--- src/rtl/pipeline_hazard_controller_if.sv ---
// Hazard-controller bus: decode flags, later-stage events and pipeline controls.
// The stall_cycles signal exists only when HAZARD_STALL_CNT_EN is defined.
interface pipeline_hazard_controller_if #(
    parameter int unsigned REG_ADDR_W = 4
`ifdef HAZARD_STALL_CNT_EN
   ,parameter int unsigned STALL_CNT_W = 16
`endif
);
    logic                  id_halt;
    logic                  id_return;
    logic                  id_stall_fetch;
    logic                  id_illegal;
    logic [1:0]            id_src_ren;
    logic [REG_ADDR_W-1:0] id_src_a;
    logic [REG_ADDR_W-1:0] id_src_b;
    logic                  ex_is_load;
    logic [REG_ADDR_W-1:0] ex_dest;
    logic                  ex_branch_taken;
    logic                  mem_ret_valid;
    logic                  irq_req;
    logic                  pc_en;
    logic                  if_id_en;
    logic                  if_id_flush;
    logic                  id_ex_flush;
    logic                  exc_req;
    logic [1:0]            exc_code;
    logic                  halted;
`ifdef HAZARD_STALL_CNT_EN
    logic [STALL_CNT_W-1:0] stall_cycles;
`endif

    modport master (
        output id_halt, id_return, id_stall_fetch, id_illegal, id_src_ren,
               id_src_a, id_src_b, ex_is_load, ex_dest, ex_branch_taken,
               mem_ret_valid, irq_req,
        input
`ifdef HAZARD_STALL_CNT_EN
               stall_cycles,
`endif
               pc_en, if_id_en, if_id_flush, id_ex_flush, exc_req, exc_code, halted
    );

    modport slave (
        input  id_halt, id_return, id_stall_fetch, id_illegal, id_src_ren,
               id_src_a, id_src_b, ex_is_load, ex_dest, ex_branch_taken,
               mem_ret_valid, irq_req,
        output
`ifdef HAZARD_STALL_CNT_EN
               stall_cycles,
`endif
               pc_en, if_id_en, if_id_flush, id_ex_flush, exc_req, exc_code, halted
    );
endinterface

--- src/rtl/pipeline_hazard_controller.sv ---
// 5-stage pipeline sequencer: RUN / RET_WAIT / HALTED with prioritised hazard handling.
// Optional stall-cycle counter enabled by defining HAZARD_STALL_CNT_EN.
module pipeline_hazard_controller #(
    parameter int unsigned REG_ADDR_W  = 4,
    parameter int unsigned RET_TIMEOUT = 15
`ifdef HAZARD_STALL_CNT_EN
   ,parameter int unsigned STALL_CNT_W = 16
`endif
) (
    input  logic                          clk,
    input  logic                          rst_n,
    pipeline_hazard_controller_if.slave   hz
);
    localparam int unsigned RetClog = $clog2(RET_TIMEOUT + 1);
    localparam int unsigned RetW    = (RetClog > 4) ? RetClog : 4;

    typedef enum logic [1:0] {ST_RUN, ST_RET_WAIT, ST_HALTED} state_e;

    state_e            state_q, state_d;
    logic [RetW-1:0]   ret_cnt_q, ret_cnt_d;
    logic              exc_req_q, exc_req_d;
    logic [1:0]        exc_code_q, exc_code_d;
    logic              halted_q;
    logic              pc_en, if_id_en, if_id_flush, id_ex_flush;
    logic              load_use, ret_timeout;
    logic [REG_ADDR_W-1:0] src_a, src_b, ex_dest;

    assign src_a   = hz.id_src_a;
    assign src_b   = hz.id_src_b;
    assign ex_dest = hz.ex_dest;

    assign load_use = hz.ex_is_load &&
                      ((hz.id_src_ren[0] && (src_a == ex_dest)) ||
                       (hz.id_src_ren[1] && (src_b == ex_dest)));
    assign ret_timeout = (ret_cnt_q == RetW'(RET_TIMEOUT));

    always_comb begin
        state_d     = state_q;
        ret_cnt_d   = ret_cnt_q;
        exc_req_d   = 1'b0;
        exc_code_d  = exc_code_q;
        pc_en       = 1'b1;
        if_id_en    = 1'b1;
        if_id_flush = 1'b0;
        id_ex_flush = 1'b0;
        unique case (state_q)
            ST_RUN: begin
                if (hz.ex_branch_taken) begin
                    if_id_flush = 1'b1;
                    id_ex_flush = 1'b1;
                end else if (hz.id_illegal) begin
                    if_id_flush = 1'b1;
                    id_ex_flush = 1'b1;
                    exc_req_d   = 1'b1;
                    exc_code_d  = 2'b01;
                end else if (load_use) begin
                    pc_en       = 1'b0;
                    if_id_en    = 1'b0;
                    id_ex_flush = 1'b1;
                end else if (hz.id_halt) begin
                    pc_en    = 1'b0;
                    if_id_en = 1'b0;
                    state_d  = ST_HALTED;
                end else if (hz.id_return) begin
                    pc_en       = 1'b0;
                    if_id_flush = 1'b1;
                    ret_cnt_d   = '0;
                    state_d     = ST_RET_WAIT;
                end else if (hz.id_stall_fetch) begin
                    pc_en       = 1'b0;
                    if_id_en    = 1'b0;
                    id_ex_flush = 1'b1;
                end
            end
            ST_RET_WAIT: begin
                // Branches in EX are younger than the return and are ignored here.
                pc_en       = 1'b0;
                if_id_flush = 1'b1;
                if (ret_cnt_q != '1) ret_cnt_d = ret_cnt_q + 1'b1;
                if (hz.mem_ret_valid) begin
                    pc_en   = 1'b1;
                    state_d = ST_RUN;
                end else if (ret_timeout) begin
                    state_d    = ST_RUN;
                    exc_req_d  = 1'b1;
                    exc_code_d = 2'b10;
                end
            end
            ST_HALTED: begin
                pc_en       = 1'b0;
                if_id_en    = 1'b0;
                id_ex_flush = 1'b1;
                if (hz.irq_req) begin
                    if_id_flush = 1'b1;
                    state_d     = ST_RUN;
                end
            end
            default: state_d = ST_RUN;
        endcase
    end

    always_ff @(posedge clk or negedge rst_n) begin
        if (!rst_n) begin
            state_q    <= ST_RUN;
            ret_cnt_q  <= '0;
            exc_req_q  <= 1'b0;
            exc_code_q <= 2'b00;
            halted_q   <= 1'b0;
        end else begin
            state_q    <= state_d;
            ret_cnt_q  <= ret_cnt_d;
            exc_req_q  <= exc_req_d;
            exc_code_q <= exc_code_d;
            halted_q   <= (state_d == ST_HALTED);
        end
    end

`ifdef HAZARD_STALL_CNT_EN
    logic [STALL_CNT_W-1:0] stall_q, stall_d;

    always_comb begin
        stall_d = stall_q;
        if (!pc_en && (state_q != ST_HALTED) && (stall_q != '1)) stall_d = stall_q + 1'b1;
    end

    always_ff @(posedge clk or negedge rst_n) begin
        if (!rst_n) stall_q <= '0;
        else        stall_q <= stall_d;
    end

    assign hz.stall_cycles = stall_q;
`endif

    assign hz.pc_en       = pc_en;
    assign hz.if_id_en    = if_id_en;
    assign hz.if_id_flush = if_id_flush;
    assign hz.id_ex_flush = id_ex_flush;
    assign hz.exc_req     = exc_req_q;
    assign hz.exc_code    = exc_code_q;
    assign hz.halted      = halted_q;
endmodule

--- src/flat_wrapper.sv ---
// flat-port wrapper written by rule: the top's interface ports become plain ports
module pipeline_hazard_controller_flat 
#(
    parameter int unsigned REG_ADDR_W  = 4,
    parameter int unsigned RET_TIMEOUT = 15

)
  (clk, rst_n, hz_id_halt, hz_id_return, hz_id_stall_fetch, hz_id_illegal, hz_id_src_ren, hz_id_src_a, hz_id_src_b, hz_ex_is_load, hz_ex_dest, hz_ex_branch_taken, hz_mem_ret_valid, hz_irq_req, hz_pc_en, hz_if_id_en, hz_if_id_flush, hz_id_ex_flush, hz_exc_req, hz_exc_code, hz_halted);
  pipeline_hazard_controller_if #(.REG_ADDR_W(REG_ADDR_W)) hz_i ();
  input  logic clk;
  input  logic rst_n;
  input wire logic [$bits(hz_i.id_halt)-1:0] hz_id_halt;
  input wire logic [$bits(hz_i.id_return)-1:0] hz_id_return;
  input wire logic [$bits(hz_i.id_stall_fetch)-1:0] hz_id_stall_fetch;
  input wire logic [$bits(hz_i.id_illegal)-1:0] hz_id_illegal;
  input wire logic [$bits(hz_i.id_src_ren)-1:0] hz_id_src_ren;
  input wire logic [$bits(hz_i.id_src_a)-1:0] hz_id_src_a;
  input wire logic [$bits(hz_i.id_src_b)-1:0] hz_id_src_b;
  input wire logic [$bits(hz_i.ex_is_load)-1:0] hz_ex_is_load;
  input wire logic [$bits(hz_i.ex_dest)-1:0] hz_ex_dest;
  input wire logic [$bits(hz_i.ex_branch_taken)-1:0] hz_ex_branch_taken;
  input wire logic [$bits(hz_i.mem_ret_valid)-1:0] hz_mem_ret_valid;
  input wire logic [$bits(hz_i.irq_req)-1:0] hz_irq_req;
  output wire logic [$bits(hz_i.pc_en)-1:0] hz_pc_en;
  output wire logic [$bits(hz_i.if_id_en)-1:0] hz_if_id_en;
  output wire logic [$bits(hz_i.if_id_flush)-1:0] hz_if_id_flush;
  output wire logic [$bits(hz_i.id_ex_flush)-1:0] hz_id_ex_flush;
  output wire logic [$bits(hz_i.exc_req)-1:0] hz_exc_req;
  output wire logic [$bits(hz_i.exc_code)-1:0] hz_exc_code;
  output wire logic [$bits(hz_i.halted)-1:0] hz_halted;
  assign hz_i.id_halt = hz_id_halt;
  assign hz_i.id_return = hz_id_return;
  assign hz_i.id_stall_fetch = hz_id_stall_fetch;
  assign hz_i.id_illegal = hz_id_illegal;
  assign hz_i.id_src_ren = hz_id_src_ren;
  assign hz_i.id_src_a = hz_id_src_a;
  assign hz_i.id_src_b = hz_id_src_b;
  assign hz_i.ex_is_load = hz_ex_is_load;
  assign hz_i.ex_dest = hz_ex_dest;
  assign hz_i.ex_branch_taken = hz_ex_branch_taken;
  assign hz_i.mem_ret_valid = hz_mem_ret_valid;
  assign hz_i.irq_req = hz_irq_req;
  assign hz_pc_en = hz_i.pc_en;
  assign hz_if_id_en = hz_i.if_id_en;
  assign hz_if_id_flush = hz_i.if_id_flush;
  assign hz_id_ex_flush = hz_i.id_ex_flush;
  assign hz_exc_req = hz_i.exc_req;
  assign hz_exc_code = hz_i.exc_code;
  assign hz_halted = hz_i.halted;
  pipeline_hazard_controller #(.REG_ADDR_W(REG_ADDR_W), .RET_TIMEOUT(RET_TIMEOUT)) u_core (.clk(clk), .rst_n(rst_n), .hz(hz_i));
endmodule
--- config.mk ---
export PLATFORM = sky130hd
export DESIGN_NAME = pipeline_hazard_controller_flat
export DESIGN_NICKNAME = d
export VERILOG_FILES = /design/src/rtl/pipeline_hazard_controller_if.sv /design/src/rtl/pipeline_hazard_controller.sv /design/src/flat_wrapper.sv
export SDC_FILE = /design/constraint.sdc
export NUM_CORES = 1
export LEC_CHECK = 0
export CORE_MARGIN = 2
export CORE_UTILIZATION = 45
export CTS_CLUSTER_DIAMETER = 50
export DETAILED_ROUTE_END_ITERATION = 8
export DONT_BUFFER_PORTS = 1
export PLACE_DENSITY_LB_ADDON = 0.1
export SETUP_SLACK_MARGIN = 0.3
export SLEW_MARGIN = 15
export SYNTH_ARGS = -nofsm -noshare
export SYNTH_HDL_FRONTEND = slang
export SYNTH_SLANG_ARGS = --single-unit
--- constraint.sdc ---
create_clock -name clk -period 1.3 [get_ports clk]
set_clock_uncertainty 0.1 [all_clocks]
set_input_delay 0.26 -clock clk [delete_from_list [all_inputs] [get_ports clk]]
set_output_delay 0.26 -clock clk [all_outputs]
set_load 0.005 [all_outputs]
==> metrics.log, run 1 <==
INFO  metric clock_tree_from_tritoncts = yes
INFO  metric fp.coreArea = 1350 um^2
INFO  metric setup_viol_count_final = 12
INFO  metric headroom_to_the_max_slew_limit = 70.9%
INFO  metric worst_ep_arrival_time = 1140 ps
INFO  metric hpwlAfterDp = 1120 um
INFO  metric cp_slowest_cell = sky130_fd_sc_hd__nor3_2
INFO  metric final_antenna_net_count = 0
INFO  metric rsz0062_at_grt = yes
INFO  metric timing_worst_setup_path_type = in -> out
INFO  metric outcome = finished with violations
INFO  metric synth.largest_area_cell = sky130_fd_sc_hd__dfrtp_1
INFO  metric postRouteWirelength = 1710 um
INFO  metric fmaxAchievable = 0.666 GHz
INFO  metric reg2regPathDepth = 5
INFO  metric final-seq-area = 251 um^2
INFO  metric setup-tns-final = -1280 ps
INFO  metric required_time_worst_endpoint = 940 ps
INFO  metric path_cells = xor2_1 -> nor3_2 -> nand4_4 -> a31oi_2 -> o21ai_2
INFO  metric cts_max_path_buffers = 2
INFO  metric finalCriticalPeriod = 1500 ps
INFO  metric crit_fanout = 6
INFO  metric grt_pass1_vias = 604
INFO  metric ys_warn_count = 0
INFO  metric hp-start = hz_id_halt
INFO  metric gp_routability_congestion = 0.746
INFO  metric die_area = 1810 um^2
INFO  metric element_type_at_the_critical_path_end = output port
INFO  metric synth_seq_cells = 10
INFO  metric clk_pin_slew_worst_paths = 60 ps
INFO  metric grtUsageTotal = 19.5%
INFO  metric synth-edff-count = 0
INFO  metric synth.yosys.seq_area_share = 37.5%
INFO  metric timing_worst_slew_pin_value = 435 ps
INFO  metric core.rowCount = 13
INFO  metric violations = setup timing
INFO  metric min-delay-path-class = in -> reg
INFO  metric clock_sink_count = 10
INFO  metric dpl_ws = -158 ps
INFO  metric port_buffers = 0
INFO  metric routed_vias_inst = 5.80
INFO  metric crit-reg2reg-launch = u_core.state_q[1]
INFO  metric critPathMaxStageDelay = 240 ps
INFO  metric multiInputGateArea = 533 um^2
INFO  metric die_width = 42.5 um
INFO  metric die_h = 42.5 um
INFO  metric report.power.total = 1.13 mW
INFO  metric grt_overflow = 0
INFO  metric power_density = 1100 nW/um^2
INFO  metric start_util = 49.4%
INFO  metric leading_cell_type_in_the_layout_fill_and_taps_excluded = sky130_fd_sc_hd__buf_4
INFO  metric layout.cells.most_common_list = 11 x sky130_fd_sc_hd__buf_4, 9 x sky130_fd_sc_hd__dfrtp_1, 6 x sky130_fd_sc_hd__xor2_1, 6 x sky130_fd_sc_hd__buf_6
INFO  metric synth.cell_area = 667 um^2
INFO  metric route.detailed.drc = 0
INFO  metric timing_max_transition_violations_final = 0
INFO  metric ioPinCount = 32
INFO  metric grt_start_max_net_pins = 11
INFO  metric post_synth_cell_types = 29
INFO  metric synthesis.instances = 73
INFO  metric area_growth_syn_to_layout = 53.1%
INFO  metric crit_path_start_kind = input pin
INFO  metric synthesis.nets = 98
INFO  metric layout.nets = 120
INFO  metric fin_hold_ws = 103 ps
INFO  metric h-tree-depth = 1
INFO  metric grt_first_pass_wirelength = 2630 um
INFO  metric postSynth.topFlopCell = sky130_fd_sc_hd__dfrtp_1
INFO  metric synth-async-reset-ratio = 100%
INFO  metric cts-buffers-inserted = 3
INFO  metric post_synth_main_area_contributors = sky130_fd_sc_hd__dfrtp_1 38%, sky130_fd_sc_hd__xor2_1 7.9%, sky130_fd_sc_hd__nor3_2 6.0%, sky130_fd_sc_hd__a21oi_1 4.5%, sky130_fd_sc_hd__nor2_1 3.9%
INFO  metric final_layout_size_suffix_gt1_share = 51.1%
INFO  metric number_of_max_capacitance_violations_reported = 0
INFO  metric antenna_found_initial = 0
INFO  metric worst_skew_pair.late_latency = 260 ps
INFO  metric slack_of_the_critical_path = -201 ps
INFO  metric critical_path.startpoint = hz_ex_dest[2]
INFO  metric num-fill-cells = 92
INFO  metric drt-pass1-iter-count = 4
INFO  metric clk_root_buffer_cell = sky130_fd_sc_hd__clkbuf_4
INFO  metric post_synth.cell_area_avg = 9.14 um^2
INFO  metric vdd_ir_drop_max = 0.000716 V
INFO  metric synth_top_cell_area_share = 37.5%
INFO  metric vias = 632
INFO  metric number_of_stages_on_the_worst_hold_path = 2
INFO  metric post-route-period-util = 115%
INFO  metric antennaDiodeCount = 0
INFO  metric drtIter0Drc = 5
INFO  metric total_leakage_power = 0.408 nW
INFO  metric final-hold-violation-count = 0
INFO  metric route.detailed.wl_per_inst = 15.7 um
final timing paths:
path,slack [ps],to
setup / recovery,-200,hz_if_id_en
hold / removal,100,u_core.hz.halted
setup reg to reg,-20,u_core.ret_cnt_q[2]
hold reg to reg,450,u_core.hz.exc_code[0]
max in group asynchronous,500,u_core.state_q[1]
min in group asynchronous,270,u_core.ret_cnt_q[0]
kinds of logic (layout without fill, tap and decap cells):
| group | Yosys count | in the layout | share of synthesized area, % |
|---|---|---|---|
| buffers and inverters | 5 | 26 | 2.81 |
| and+or+nand+nor | 30 | 30 | 29.1 |
| adders and majority gates | 1 | 1 | 1.88 |
| AOI/OAI and AO/OA | 18 | 18 | 16.9 |
| xor gates and xnor gates | 9 | 9 | 11.8 |
| DFF | 10 | 10 | 37.5 |
cell usage after synthesis (all sizes together) (2+ instances only):
master,count
nand4,3
nor3,5
or2,2
nand2,3
inv,3
xor2,6
a21oi,6
clkbuf,2
dfrtp,10
a31oi,2
nand2b,2
nand3,4
nor2,7
o21ai,4
xnor2,3
state kept, by name, summed over array words and instances, names as in the netlist:
register,count
u_core.ret_cnt_q,4
u_core.state_q,2
u_core.hz.exc_req,1
u_core.hz.halted,1
u_core.hz.exc_code,2
worst max-delay path: cells and delay by family:
family / cells / cell delay (ps)
XOR/XNOR: 1 / 140
AO/OA/AOI/OAI: 2 / 310
AND/OR/NAND/NOR: 2 / 420
repair_timing:
item	4_1_cts	5_1_grt
gates cloned	0	0
hold buffers	2	0
resized for setup	23	9
endpoints found under the setup margin	17	18
pin swaps	10	6
buffers inserted	4	0
endpoints found under the hold margin	11	0
power by group:
group          switching (mW)  leakage, nW  internal [mW]
Combinational           0.165        0.260          0.214
Clock                   0.101       0.0210          0.170
Sequential             0.0901        0.128          0.386
per-stage QoR:
step,cells,area (um^2),util (%)
2_1_floorplan,73,684,-
3_3_place_gp,99,791,58.6
3_5_place_dp,99,791,58.6
4_1_cts,109,968,71.7
5_1_grt,109,1020,75.6
6_report,109,1020,75.6
final cells by class:
class | instances | area share, %
Multi-Input combinational cell | 58 | 52.2
Sequential cell | 10 | 24.6
Timing Repair Buffer | 19 | 16.7
Clock buffer | 4 | 3.55
Tap cell | 15 | 1.84
Inverter | 3 | 1.10
routing by layer:
metal	track usage (%)	routed length (um)	share of wire, %	vias up
met4	1.88	0	0	0
met1	24.8	731	43	303
met5	0	0	0	-
met2	31.7	862	50	25
li1	-	-	-	304
met3	8.62	118	6.9	0
(Power assumes the default switching activity.)
==> run 2, diff against run 1 <==
Settings changed: CAP_MARGIN set to 25.
==> results of run 2 <==
Final layout, timing and power as in run 1 (identical DEF).
==> run 3, diff against run 2 <==
Settings changed: CORE_AREA set to 2 2 39 41, CORE_MARGIN 2 to unset, CORE_UTILIZATION 45 to unset, DIE_AREA set to 0 0 41 43.
==> run 3 against run 2 <==
Compared with the run above:
- the flow still finishes with violations (setup timing)
- first-iteration DRC count is 20% lower
- total power decreased by 7.7%
- global-route usage is 0.99 points higher
- design area is 6.3% lower
- setup slack improved by 40 ps
- sequential share of layout area up 1.8 points
- combinational power down 2%
- sequential cell count unchanged
- maximum frequency up 2.7%
- worst hold slack gained 6.0 ps
- clock power shrank 25%
- critical endpoint is now hz_if_id_flush
- largest cell class unchanged
==> metrics.log, run 3 (same netlist as run 1, synthesis figures left out) <==
INFO  metric outcome = finished with violations
INFO  metric violations = setup timing
INFO  metric timing_max_transition_violations_final = 0
INFO  metric ioPinCount = 32
INFO  metric worst_setup_path_endpoint = hz_if_id_flush
INFO  metric setup_viol_count_final = 11
INFO  metric path_cells = buf_6 -> nor3_4 -> a21oi_2
INFO  metric critPathMaxStageDelay = 440 ps
INFO  metric route.detailed.drc = 0
INFO  metric cts-buffers-inserted = 3
INFO  metric die_h = 43 um
INFO  metric rsz0062_at_grt = yes
INFO  metric headroom_to_the_max_slew_limit = 69.2%
INFO  metric postRouteWirelength = 1620 um
INFO  metric post-route-period-util = 112%
INFO  metric dp.cells = 94
INFO  metric dpl_ws = -147 ps
INFO  metric worst_r2r_endpoint = u_core.state_q[0]
INFO  metric antenna_found_initial = 0
INFO  metric area_growth_syn_to_layout = 43.5%
INFO  metric clk_pin_slew_worst_paths = 60 ps
INFO  metric required_time_worst_endpoint = 940 ps
INFO  metric cp_slowest_cell = sky130_fd_sc_hd__dfrtp_2
INFO  metric grt_start_max_net_pins = 11
INFO  metric final-hold-violation-count = 0
INFO  metric met3_grt_util = 3.14%
INFO  metric largest_reg_flops = 4
INFO  metric min-delay-path-class = in -> reg
INFO  metric port_buffers = 0
INFO  metric hpwlAfterDp = 1050 um
INFO  metric route.detailed.wl_per_inst = 15.2 um
INFO  metric total_leakage_power = 0.385 nW
INFO  metric crit_path_start_kind = register
INFO  metric number_of_max_capacitance_violations_reported = 0
INFO  metric cts_max_path_buffers = 2
INFO  metric reg2regPathDepth = 4
INFO  metric antennaDiodeCount = 0
INFO  metric grt_overflow = 0
INFO  metric die_width = 41 um
INFO  metric path_depth = 3
INFO  metric die_area = 1760 um^2
INFO  metric grt_first_pass_wirelength = 2370 um
INFO  metric fp.coreArea = 1380 um^2
INFO  metric final_cells = 107
INFO  metric timing_worst_slew_pin_value = 461 ps
INFO  metric clock_sink_count = 10
INFO  metric drt-pass1-iter-count = 5
INFO  metric element_type_at_the_critical_path_end = output port
INFO  metric core.rowCount = 14
INFO  metric fin_hold_ws = 109 ps
INFO  metric clock_tree_from_tritoncts = yes
INFO  metric crit_fanout = 3
INFO  metric grt_pass1_vias = 608
INFO  metric buffers_inverters_on_critical_path = 1
INFO  metric critical_path.startpoint = u_core.state_q[1]
INFO  metric crit-reg2reg-launch = u_core.state_q[1]
INFO  metric report.power.total = 1.04 mW
INFO  metric grtUsageMet1 = 22.7%
INFO  metric routed_vias_inst = 5.97
INFO  metric leading_cell_type_in_the_layout_fill_and_taps_excluded = sky130_fd_sc_hd__buf_4
INFO  metric gp_routability_congestion = 0.693
INFO  metric finish.utilization = 69.2%
INFO  metric h-tree-depth = 1
INFO  metric vdd_ir_drop_max = 0.000583 V
INFO  metric register_to_register_setup_slack = -60 ps
INFO  metric start_util = 48.2%
INFO  metric m2_gr_usage = 34.4%
INFO  metric registers.top_by_ff_count = u_core.ret_cnt_q
INFO  metric drtIter0Drc = 4
INFO  metric top_usage_layer_grt = met2
INFO  metric grtUsageTotal = 20.5%
INFO  metric layout.cells.most_common_list = 10 x sky130_fd_sc_hd__buf_4, 8 x sky130_fd_sc_hd__dfrtp_1, 6 x sky130_fd_sc_hd__xor2_1
INFO  metric power_density = 1090 nW/um^2
INFO  metric worst_ep_arrival_time = 1100 ps
INFO  metric final_antenna_net_count = 0
INFO  metric final_layout_size_suffix_gt1_share = 51.6%
INFO  metric finalCriticalPeriod = 1460 ps
INFO  metric slack_of_the_critical_path = -161 ps
INFO  metric vias = 639
INFO  metric crit_family = flip-flops
INFO  metric clk_root_buffer_cell = sky130_fd_sc_hd__clkbuf_4
INFO  metric fmaxAchievable = 0.684 GHz
INFO  metric layout.nets = 118
INFO  metric worst_skew_pair.late_latency = 260 ps
INFO  metric timing_worst_setup_path_type = reg -> out
## run 3: changes by cell type in the layout (fill, tap and decap cells not counted), sizes merged
| cell | change |
|---|---|
| buf | -2 |
| clkbuf | -1 |
## run 3: final cells by class
cell class              instances  area [um^2]
fillers                       113          427
multi-input cells              58          499
clock buffers                   3         22.5
flip-flops and latches         10          253
repair buffers                 17          151
inverters                       3         11.3
well taps                      16         20.0
## run 3: timing repair
| action | CTS | global route |
|---|---|---|
| buffers inserted | 7 | 1 |
| hold endpoints to repair | 11 | 0 |
| hold buffers | 2 | 0 |
| cloned | 0 | 0 |
| resized for setup | 14 | 15 |
| setup endpoints to repair | 16 | 18 |
| pin swaps | 5 | 8 |
## run 3: metal layers
metal  up-vias  share of wire [%]
met3         4                5.5
met4         0                2.3
met1       302                 38
li1        306                  -
met2        27                 54
met5         -                  0
## run 3: worst min path at each step
stage	startpoint	endpoint	slack, ps	cells past startpoint
4_1_cts	hz_id_halt	u_core.hz.halted	110	2
5_1_grt	hz_id_halt	u_core.hz.halted	110	2
3_5_place_dp	rst_n	u_core.ret_cnt_q[2]	-140	0
3_3_place_gp	rst_n	u_core.ret_cnt_q[1]	-140	0
6_report	hz_id_halt	u_core.hz.halted	110	2
2_1_floorplan	rst_n	u_core.hz.exc_code[0]	-140	0
## run 3: where the power goes
group / total (mW) / switching, mW / internal, mW
clock network: 0.203 / 0.0961 / 0.106
logic: 0.374 / 0.167 / 0.207
registers: 0.464 / 0.0773 / 0.386
## run 3: stage by stage
| step | setup TNS, ps | instance area, um^2 |
|---|---|---|
| after floorplan | -162 | 684 |
| after global placement | -530 | 747 |
| after detailed placement | -619 | 747 |
| after CTS | -919 | 892 |
| after global routing | -1400 | 957 |
| final | -819 | 957 |
